### src/rtl/array_update_scheduler.sv
// array_update_scheduler: two-requester round-robin arbiter feeding a 2-stage single-element array update pipe
// Ports: clk/rst (sync, active-high); hold blocks grants; init_valid/init_data load the whole array;
// req0_*/req1_* valid/ready/index/value update requests; array_out is the registered array (elem 0 at LSBs);
// upd_done/upd_src/upd_err describe the update retired at the last edge.
// Option ARRAY_UPD_SCHED_STATS_EN adds upd_count, a saturating count of in-range retired updates.
module array_update_scheduler #(
  parameter int NUM_ELEMS = 4,
  parameter int ELEM_W    = 33,
  parameter int IDX_W     = 32
) (
  input  logic                        clk,
  input  logic                        rst,
  input  logic                        hold,
  input  logic                        init_valid,
  input  logic [NUM_ELEMS*ELEM_W-1:0] init_data,
  input  logic                        req0_valid,
  output logic                        req0_ready,
  input  logic [IDX_W-1:0]            req0_index,
  input  logic [ELEM_W-1:0]           req0_value,
  input  logic                        req1_valid,
  output logic                        req1_ready,
  input  logic [IDX_W-1:0]            req1_index,
  input  logic [ELEM_W-1:0]           req1_value,
  output logic [NUM_ELEMS*ELEM_W-1:0] array_out,
  output logic                        upd_done,
  output logic                        upd_src,
`ifdef ARRAY_UPD_SCHED_STATS_EN
  output logic [15:0]                 upd_count,
`endif
  output logic                        upd_err
);
  logic [NUM_ELEMS-1:0][ELEM_W-1:0] r_arr;
  logic                             r_rr_last;
  logic                             r_s0_valid;
  logic                             r_s0_src;
  logic [IDX_W-1:0]                 r_s0_idx;
  logic [ELEM_W-1:0]                r_s0_val;
  logic                             r_upd_done;
  logic                             r_upd_src;
  logic                             r_upd_err;
  logic                             w_g0;
  logic                             w_g1;
  logic                             w_in_range;
  // rr_last=1 means requester 1 won last, so requester 0 has priority on a tie
  always_comb begin
    w_g0       = !rst && !hold && req0_valid && (!req1_valid || r_rr_last);
    w_g1       = !rst && !hold && req1_valid && (!req0_valid || !r_rr_last);
    w_in_range = r_s0_idx < IDX_W'(NUM_ELEMS);
  end
  assign req0_ready = w_g0;
  assign req1_ready = w_g1;
  assign array_out  = r_arr;
  assign upd_done   = r_upd_done;
  assign upd_src    = r_upd_src;
  assign upd_err    = r_upd_err;
  always_ff @(posedge clk) begin
    if (rst) begin
      r_arr      <= '0;
      r_rr_last  <= 1'b1;
      r_s0_valid <= 1'b0;
      r_s0_src   <= 1'b0;
      r_s0_idx   <= '0;
      r_s0_val   <= '0;
      r_upd_done <= 1'b0;
      r_upd_src  <= 1'b0;
      r_upd_err  <= 1'b0;
    end else begin
      r_s0_valid <= w_g0 || w_g1;
      if (w_g0 || w_g1) begin
        r_s0_src  <= w_g1;
        r_s0_idx  <= w_g1 ? req1_index : req0_index;
        r_s0_val  <= w_g1 ? req1_value : req0_value;
        r_rr_last <= w_g1;
      end
      r_upd_done <= r_s0_valid;
      r_upd_err  <= r_s0_valid && !w_in_range;
      if (r_s0_valid)
        r_upd_src <= r_s0_src;
      // full-width index match per element; a retiring update overrides init_data for its element
      for (int i = 0; i < NUM_ELEMS; i++)
        r_arr[i] <= (r_s0_valid && r_s0_idx == IDX_W'(i)) ? r_s0_val :
                    init_valid ? init_data[i*ELEM_W +: ELEM_W] : r_arr[i];
    end
  end
`ifdef ARRAY_UPD_SCHED_STATS_EN
  logic [15:0] r_upd_count;
  assign upd_count = r_upd_count;
  always_ff @(posedge clk) begin
    if (rst)
      r_upd_count <= '0;
    else if (r_s0_valid && w_in_range && r_upd_count != 16'hFFFF)
      r_upd_count <= r_upd_count + 16'd1;
  end
`endif
endmodule
### config.mk
export PLATFORM = sky130hd
export DESIGN_NAME = array_update_scheduler
export DESIGN_NICKNAME = d
export VERILOG_FILES = /design/src/rtl/array_update_scheduler.sv
export SDC_FILE = /design/constraint.sdc
export NUM_CORES = 1
export LEC_CHECK = 0
export BUFFER_PORTS_ARGS = -buffer_cell sky130_fd_sc_hd__clkbuf_2
export CORE_AREA = 2 2 157 159
export DETAILED_ROUTE_END_ITERATION = 12
export DIE_AREA = 0 0 159 161
export GPL_TIMING_DRIVEN = 0
export HOLD_SLACK_MARGIN = 0.02
export PLACE_DENSITY = 0.7
export SYNTH_ARGS = -nofsm -noshare
export SYNTH_HDL_FRONTEND = slang
export SYNTH_SLANG_ARGS = --single-unit
### constraint.sdc
create_clock -name clk -period 2.4 [get_ports clk]
set_input_delay 0.48 -clock clk [delete_from_list [all_inputs] [get_ports clk]]
set_output_delay 0.48 -clock clk [all_outputs]
set_load 0.02 [all_outputs]
; ---- Yosys cells after proc, flatten, opt, wreduce, memory -nomap -nowiden
; Index checks and enable logic that the tools add are counted.
[totals]
elab_cells = 50
out_inout_bits = 137
regBits = 203
input_bits = 268
[op_classes]
reduce_logical = 24
n_lt_le_gt_ge = 1
n_eq_ne = 3
muxes = 10
[op_table]
columns = op, count
row1 = $mux 33, 9
row2 = $eq 32x2->1 const B, 2
row3 = $eq 32x1->1 const B, 1
row4 = $logic_not 32->1, 1
row5 = $lt 32x3->1 const B, 1
row6 = $mux 32, 1
row7 = $logic_and 1x1->1, 10
row8 = $reduce_bool 2->1, 4
row9 = $logic_not 1->1, 6
row10 = $logic_or 1x1->1, 3

; ---- Longest topological paths before layout
; Gate-level depths: netlist (run 1).
[depth]
depth_word = 5
ltp_mapped = 8
depth_no_buf = 4

; ---- Worst setup path before layout (run 1)
; No wires, ideal clock.
[synth_path]
kind = input to output
startpoint = input rst
endpoint = output req0_ready
required_time_ns = 1.920
cell_stages = 7
arrival_ns = 1.584
setup_slack_ns = 0.336
path_buffers = 4
cell_sequence = buf_2 -> nor2_1 -> nand3_1 -> clkbuf_1 -> buf_2 -> buf_2 -> inv_1
[synth_via]
elab_chain_cells = 4
[synth_lines]
columns = item, line_no
row1 = start: declaration, 12  ; input logic rst,
row2 = $logic_not 1->1, 46  ; w_g0 = !rst && !hold && req0_valid && (!req1_valid || r_rr_last);
row3 = $logic_and 1x1->1 (3 in series), 46
row4 = end: declaration, 17  ; output logic req0_ready,
; Every way passes these cells.

; ---- Worst setup path after layout (run 1)
[layout_path]
startpoint = register r_s0_idx[11]
endpoint = register r_arr (netlist bit array_out[21])
[layout_via]
elab_chain_cells = 3
elab_cells_between_ends = 4
cone_classes = mux (1) / reduce/logical (3)
[layout_lines]
columns = item, line_no
row1 = start: declaration, 36  ; logic [IDX_W-1:0] r_s0_idx;
row2 = start signal: assignment, 71  ; r_s0_idx <= w_g1 ? req1_index : req0_index;
row3 = $logic_not 32->1 (*), 81  ; r_arr[i] <= (r_s0_valid && r_s0_idx == IDX_W'(i)) ? r_s0_val :
row4 = $logic_and 1x1->1 (*), 81
row5 = $mux 33 or $reduce_bool 2->1 (tied branches), --
row6 = end signal: indexed assignment, 81
row7 = end: declaration, 32  ; logic [NUM_ELEMS-1:0][ELEM_W-1:0] r_arr;
; Mark *: on every way between the ends. The rest lies on a longest branch, timed or not.
; A chain may end at the register's enable or synchronous reset.

==> qor.yml, run 1 <==
status: "complete, no violations"
min_path_cells: 3
clock-sinks: 203
die-area_um2: 25600
cp-end-kind: "flop"
antenna_found_initial: 0
hold_viol: 0
finalCriticalPeriod_ns: 2.28
syn_nets: 1351
rsz0062_at_grt: "no"
htree_levels: 1
path_delay_family: "simple AND/OR/NAND/NOR gates"
r2r_setup_slack_ns: 0.12
max-cap-violations: 0
synth_top_area_share_pct: 41.8
seq_area_frac_synth_pct: 41.8
wl_mm: 36.8
clk_pin_slew_ns: 0.06
synthArstFlopShare_pct: 0
grtUsageTotal_pct: 27.8
hpwl_mm: 28.3
setup_viol: 0
ioPinCount: 405
slew_headroom_pct: 49.4
yosys.area.top_type: "dfxtp_1"
design.core.area_um2: 24000
num_vias: 9534
synth_area_leaders: "dfxtp_1 42%, mux2i_1 20%, a211o_1 12%"
die_y_um: 161
fin_skew_ns: 0.0105
area_delta_synth_final_pct: 32.8
antenna_left: 0
synthDistinctLibCells: 26
route.detailed.drc: 0
crit_path_max_fanout: 10
start_util_pct: 40.6
synth-main-ff-cell: "dfxtp_1"
io_buffers: 402
first_iter_violations: 514
synth_edf_count: 0
die_x_um: 159
hold_start: "req1_index[29]"
wl_per_cell_um: 19.9
ys_ff_latch: 203
cp.required_ns: 2.78
cts_tree: "built"
min_path_type: "input pin to flop"
num-nets-final: 1779
timing.rr.end: "array_out[21]"
syn_inst: 1083
power.leakage_nw: 7.64
critPathArrivalTime_ns: 2.66
grt_max_degree: 13
viasPerCell: 5.16
synth_common_cells: "203 x dfxtp_1, 201 x nor2_1, 198 x mux2i_1, 134 x inv_1, 133 x a211o_1"
grt_pass1_wl_mm: 55.1
r2r_cells: 5
post-route-period-util_pct: 94.9
total_power_w: 0.00866
worst_pin_slew_ns: 0.760
gp_congestion: 0.832
num_rows: 57
clock-root-buffer: "clkbuf_16"
tns_ns: 0
syn_area_per_cell_um2: 8.98
crit_buf_inv: 1
yosys_warnings: 0
crit_type: "flop to flop"
fill_cells: 2302
cp_slowest_cell: "or4_4"
n_antenna_cell: 0
stdcell_area_um2: 12900
seqCellArea_um2: 4060
drive_above_1_share_pct: 30.7
multiInputGateArea_um2: 4820
postPlaceCellArea_um2: 12100
min_to: "r_s0_idx[29]"
crit_chain: "or4_4, nor4_4, nand3_2, buf_2, mux2i_1"
netlist_area_um2: 9730
clockBufferDepth: 3
overflow: 0
final_max_slew_viol_count: 0
yosysMostFrequentCell: "dfxtp_1"
reg2reg_from: "r_s0_idx[11]"
start_kind: "flop"
cts_buffers: 23
dr.pass1.iters: 5
powerDensity_nw_per_um2: 671
clock_latency_ns: 0.51
timing.fmax_mhz: 439
irDropWorstVdd_mv: 0.405
whs_ns: 0.228
grt_pass1_vias: 9479
critPathMaxStageDelay_ns: 0.56
report_power, final:
part           switching (W)  internal (W)  total [W]
Combinational       0.000857      0.000608    0.00147
Sequential          0.000141       0.00360    0.00374
Clock                0.00144       0.00201    0.00345
layout make-up:
| class | instances | share of cell area, % |
|---|---|---|
| multi-input combinational | 654 | 37.3 |
| sequential | 203 | 31.5 |
| timing repair buffer | 404 | 15.7 |
| clock buffer | 30 | 4.74 |
| inverter | 134 | 3.89 |
| tap | 324 | 3.14 |
| buffer | 91 | 2.99 |
| clock inverter | 9 | 0.794 |
how the worst max path moves through the flow:
stage | start | to | cells after the start
global placement | rst | req0_ready | 8
CTS | rst | req0_ready | 7
floorplan | rst | req0_ready | 7
global route | r_s0_valid | array_out[20] | 5
finish | r_s0_idx[11] | array_out[21] | 5
detailed placement | rst | req0_ready | 8
per-layer routing:
layer / GRT usage [%] / part of all wire (%)
met5: 0 / 0
met4: 7.44 / 2.2
met3: 6.39 / 7.3
met2: 48.8 / 49
met1: 34.3 / 42
layout by cell type (no fill, tap or decap):
cell type | netlist | final
clkbuf_2 | 0 | 403
clkbuf_16 | 0 | 23
nand4b_1 | 2 | 2
nor2_2 | 0 | 1
nand4_4 | 0 | 1
buf_1 | 3 | 3
clkbuf_8 | 0 | 1
or4_4 | 1 | 1
nor4_1 | 4 | 4
mux2i_1 | 198 | 198
or3b_2 | 1 | 1
nand3b_1 | 1 | 1
nand3_2 | 1 | 1
buf_6 | 0 | 1
buf_2 | 19 | 17
buf_4 | 3 | 6
clkinv_2 | 0 | 5
or4_1 | 2 | 2
nor4b_1 | 1 | 1
dfxtp_1 | 203 | 203
a211oi_1 | 65 | 65
nand2b_1 | 34 | 34
nand3_4 | 0 | 2
nand2_1 | 3 | 3
inv_1 | 134 | 134
a211o_1 | 133 | 133
and4_1 | 1 | 1
clkbuf_1 | 67 | 71
nor2b_1 | 1 | 1
nor4_4 | 1 | 1
inv_6 | 0 | 1
nor2_1 | 201 | 200
a21boi_0 | 1 | 1
bufinv_16 | 0 | 2
clkinv_4 | 0 | 1
state kept, by name, summed over array words and instances (netlist names):
register    cells
upd_done        1
upd_src         1
r_s0_valid      1
r_rr_last       1
r_s0_src        1
upd_err         1
array_out     132
r_s0_val       33
r_s0_idx       32
kinds of logic after synthesis:
logic type	share of synthesized area (%)
AO/OA/AOI/OAI	17.1
buffers and inverters	9.08
flip-flops	41.8
multiplexers	20.4
AND/OR/NAND/NOR	11.7
worst register-to-register path, stage by stage, from the launching register on:
cell and delay (ns):
dfxtp_1 0.31, or4_4 0.56, nor4_4 0.46, nand3_2 0.29
buf_2 0.34, mux2i_1 0.18
through the flow:
stage	util, %	worst slack, ns	std cells
final	53.9	0.123	1849
after global routing	53.9	0.0195	1849
after CTS	53.8	-0.0459	1847
after detailed placement	50.7	-0.478	1809
after global placement	50.7	-0.428	1809
after floorplan	-	0.336	1083
timing repair:
action                     4_1_cts  5_1_grt
hold buffers                     0        0
setup endpoints to repair        2        3
gates resized for setup          7        3
gates cloned                     0        0
setup buffers                    0        2
pin swaps                        0        1
No activity file was read; power rests on OpenSTA's default activity.
==> inputs of run 2 (changes only) <==
--- a/config.mk
+++ b/config.mk
@@ -6,12 +6,13 @@
 export NUM_CORES = 1
 export LEC_CHECK = 0
 export BUFFER_PORTS_ARGS = -buffer_cell sky130_fd_sc_hd__clkbuf_2
-export CORE_AREA = 2 2 157 159
+export CELL_PAD_IN_SITES_DETAIL_PLACEMENT = 1
+export CELL_PAD_IN_SITES_GLOBAL_PLACEMENT = 2
+export CORE_UTILIZATION = 27
 export DETAILED_ROUTE_END_ITERATION = 12
-export DIE_AREA = 0 0 159 161
 export GPL_TIMING_DRIVEN = 0
 export HOLD_SLACK_MARGIN = 0.02
-export PLACE_DENSITY = 0.7
+export PLACE_DENSITY_LB_ADDON = 0.1
 export SYNTH_ARGS = -nofsm -noshare
 export SYNTH_HDL_FRONTEND = slang
 export SYNTH_SLANG_ARGS = --single-unit
==> run 2 against run 1 <==
Compared with the run above:
- worst setup slack better by 0.0068 ns
- fmax up 0.30%
- highest routed layer is now met5
- sequential share of layout area down 0.78 points
- clock skew up 0.0014 ns
- utilization down 17 points
==> qor.yml, run 2 (synthesized netlist as in run 1, its figures left out) <==
first_iter_violations: 218  # was 514
setup_viol: 0  # unchanged
clk_pin_slew_ns: 0.06  # about the same
grt_max_degree: 20  # was 13
viasPerCell: 4.71  # was 5.16
min_to: "r_s0_idx[2]"  # was r_s0_idx[29]
overflow: 0  # unchanged
worst_pin_slew_ns: 0.862  # was 0.760 ns
wl_per_cell_um: 21.4  # was 19.9 µm
die_y_um: 192  # was 161 µm
start_util_pct: 27.4  # was 40.6%
powerDensity_nw_per_um2: 699  # was 671 nW/µm²
mostFrequentLayoutCells: "402 x clkbuf_2, 203 x dfxtp_1, 201 x nor2_1"  # was 403 x clkbuf_2, 203 x dfxtp_1, 200 x nor2_1
worst_slack_ns: 0.130  # was 0.123 ns
fin_skew_ns: 0.0119  # was 0.0105 ns
status: "complete, no violations"  # unchanged
min_path_type: "input pin to flop"  # unchanged
grt_pass1_vias: 9848  # was 9479
rsz0062_at_grt: "yes"  # was no
crit_type: "flop to output pin"  # was flop to flop
drive_above_1_share_pct: 30.9  # was 30.7%
max-cap-violations: 0  # unchanged
grtUsageTotal_pct: 22.6  # was 27.8%
cp.required_ns: 1.92  # was 2.78 ns
route.detailed.drc: 0  # unchanged
r2r_setup_slack_ns: 0.13  # was 0.12 ns
dp.cells: 1946  # was 1809
start_kind: "flop"  # unchanged
cts_buffers: 27  # was 23
cts_tree: "built"  # unchanged
clock_latency_ns: 0.53  # was 0.51 ns
final_common_cell: "clkbuf_2"  # unchanged
fin_cells: 1997  # was 1849
total_power_w: 0.00926  # was 0.00866 W
grt_pass1_wl_mm: 61.5  # was 55.1 mm
postCtsHoldBufs: 0  # unchanged
critPathArrivalTime_ns: 1.79  # was 2.66 ns
ioPinCount: 405  # unchanged
clock-root-buffer: "clkbuf_16"  # unchanged
num_rows: 69  # was 57
num-nets-final: 1781  # was 1779
largest_reg_flops: 132  # unchanged
hold_start: "req1_index[2]"  # was req1_index[29]
cp-end-kind: "output pin"  # was flop
irDropWorstVdd_mv: 0.447  # was 0.405 mV
clock-sinks: 203  # unchanged
final_max_slew_viol_count: 0  # unchanged
die-area_um2: 36800  # was 25600 µm²
finalCriticalPeriod_ns: 2.27  # was 2.28 ns
htree_levels: 1  # unchanged
antenna_left: 0  # unchanged
post-route-period-util_pct: 94.6  # was 94.9%
slew_headroom_pct: 42.5  # was 49.4%
crit_path_max_fanout: 19  # was 10
clockBufferDepth: 3  # unchanged
timing.rr.end: "array_out[78]"  # was array_out[21]
dr.pass1.iters: 4  # was 5
min_path_cells: 3  # unchanged
area_delta_synth_final_pct: 36.2  # was 32.8%
timing.fmax_mhz: 441  # was 439 MHz
hold_viol: 0  # unchanged
power.leakage_nw: 7.71  # was 7.64 nW
wl_mm: 42.7  # was 36.8 mm
num_vias: 9400  # was 9534
antenna_found_initial: 7  # was 0
r2r_cells: 7  # was 5
design.core.area_um2: 35500  # was 24000 µm²
dpl_worst_slack_ns: -0.531  # was -0.478 ns
io_buffers: 402  # unchanged
gp_congestion: 0.769  # was 0.832
die_x_um: 192  # was 159 µm
reg2reg_from: "r_s0_idx[27]"  # was r_s0_idx[11]
hpwl_mm: 33.0  # was 28.3 mm
run 2: critical path, stage by stage (launching register included):
cell      delay [ns]
dfxtp_1         0.35
nand2b_1        0.12
nand3_2         0.24
buf_6           0.29
inv_1           0.08
clkbuf_2        0.16
run 2: cell type report:
type                       count  area [µm²]
clock inverter                 5        58.8
timing repair buffer         403        2020
clock buffer                  43         826
sequential                   203        4060
tap                          461         577
antenna                        4        10.0
inverter                     134         503
buffer                        90         382
fill                        4255       22200
multi-input combinational    654        4810
run 2: timing repair:
item                       CTS  global route
pin swaps                    0             1
cloned                       0             0
resized for setup            7             1
setup endpoints to repair   32            38
setup buffers                0             1
run 2: report_power, final:
group	leakage [nW]	internal [W]	switching [W]
Sequential	1.68	0.00360	0.000133
Combinational	5.60	0.000607	0.000874
Clock	0.434	0.00245	0.00160
run 2: through the flow:
stage	instance area, µm²	setup TNS [ns]	util (%)	hold WS [ns]
after global placement	12300	-25.35	34.7	0.465
after detailed placement	12300	-28.17	34.7	0.475
after floorplan	9730	0	-	0.450
final	13200	0	37.3	0.216
after CTS	13200	-0.00121	37.3	0.194
after global routing	13200	-0.00237	37.3	0.204
run 2: metal layers:
metal | track usage [%] | share of wire (%) | up-vias
li1 | - | - | 4568
met1 | 27.6 | 43 | 4492
met2 | 38.7 | 48 | 283
met3 | 6.25 | 7.1 | 53
met4 | 5.77 | 2.2 | 4
met5 | 0 | 0.066 | -
run 2: worst max-delay path by stage:
stage                  from       endpoint  depth (start not counted)
4_1_cts        r_s0_idx[11]  array_out[84]                          6
3_5_place_dp            rst     req0_ready                          8
2_1_floorplan           rst     req0_ready                          7
5_1_grt        r_s0_idx[18]  array_out[87]                          7
3_3_place_gp            rst     req0_ready                          8
6_report          r_rr_last     req0_ready                          5
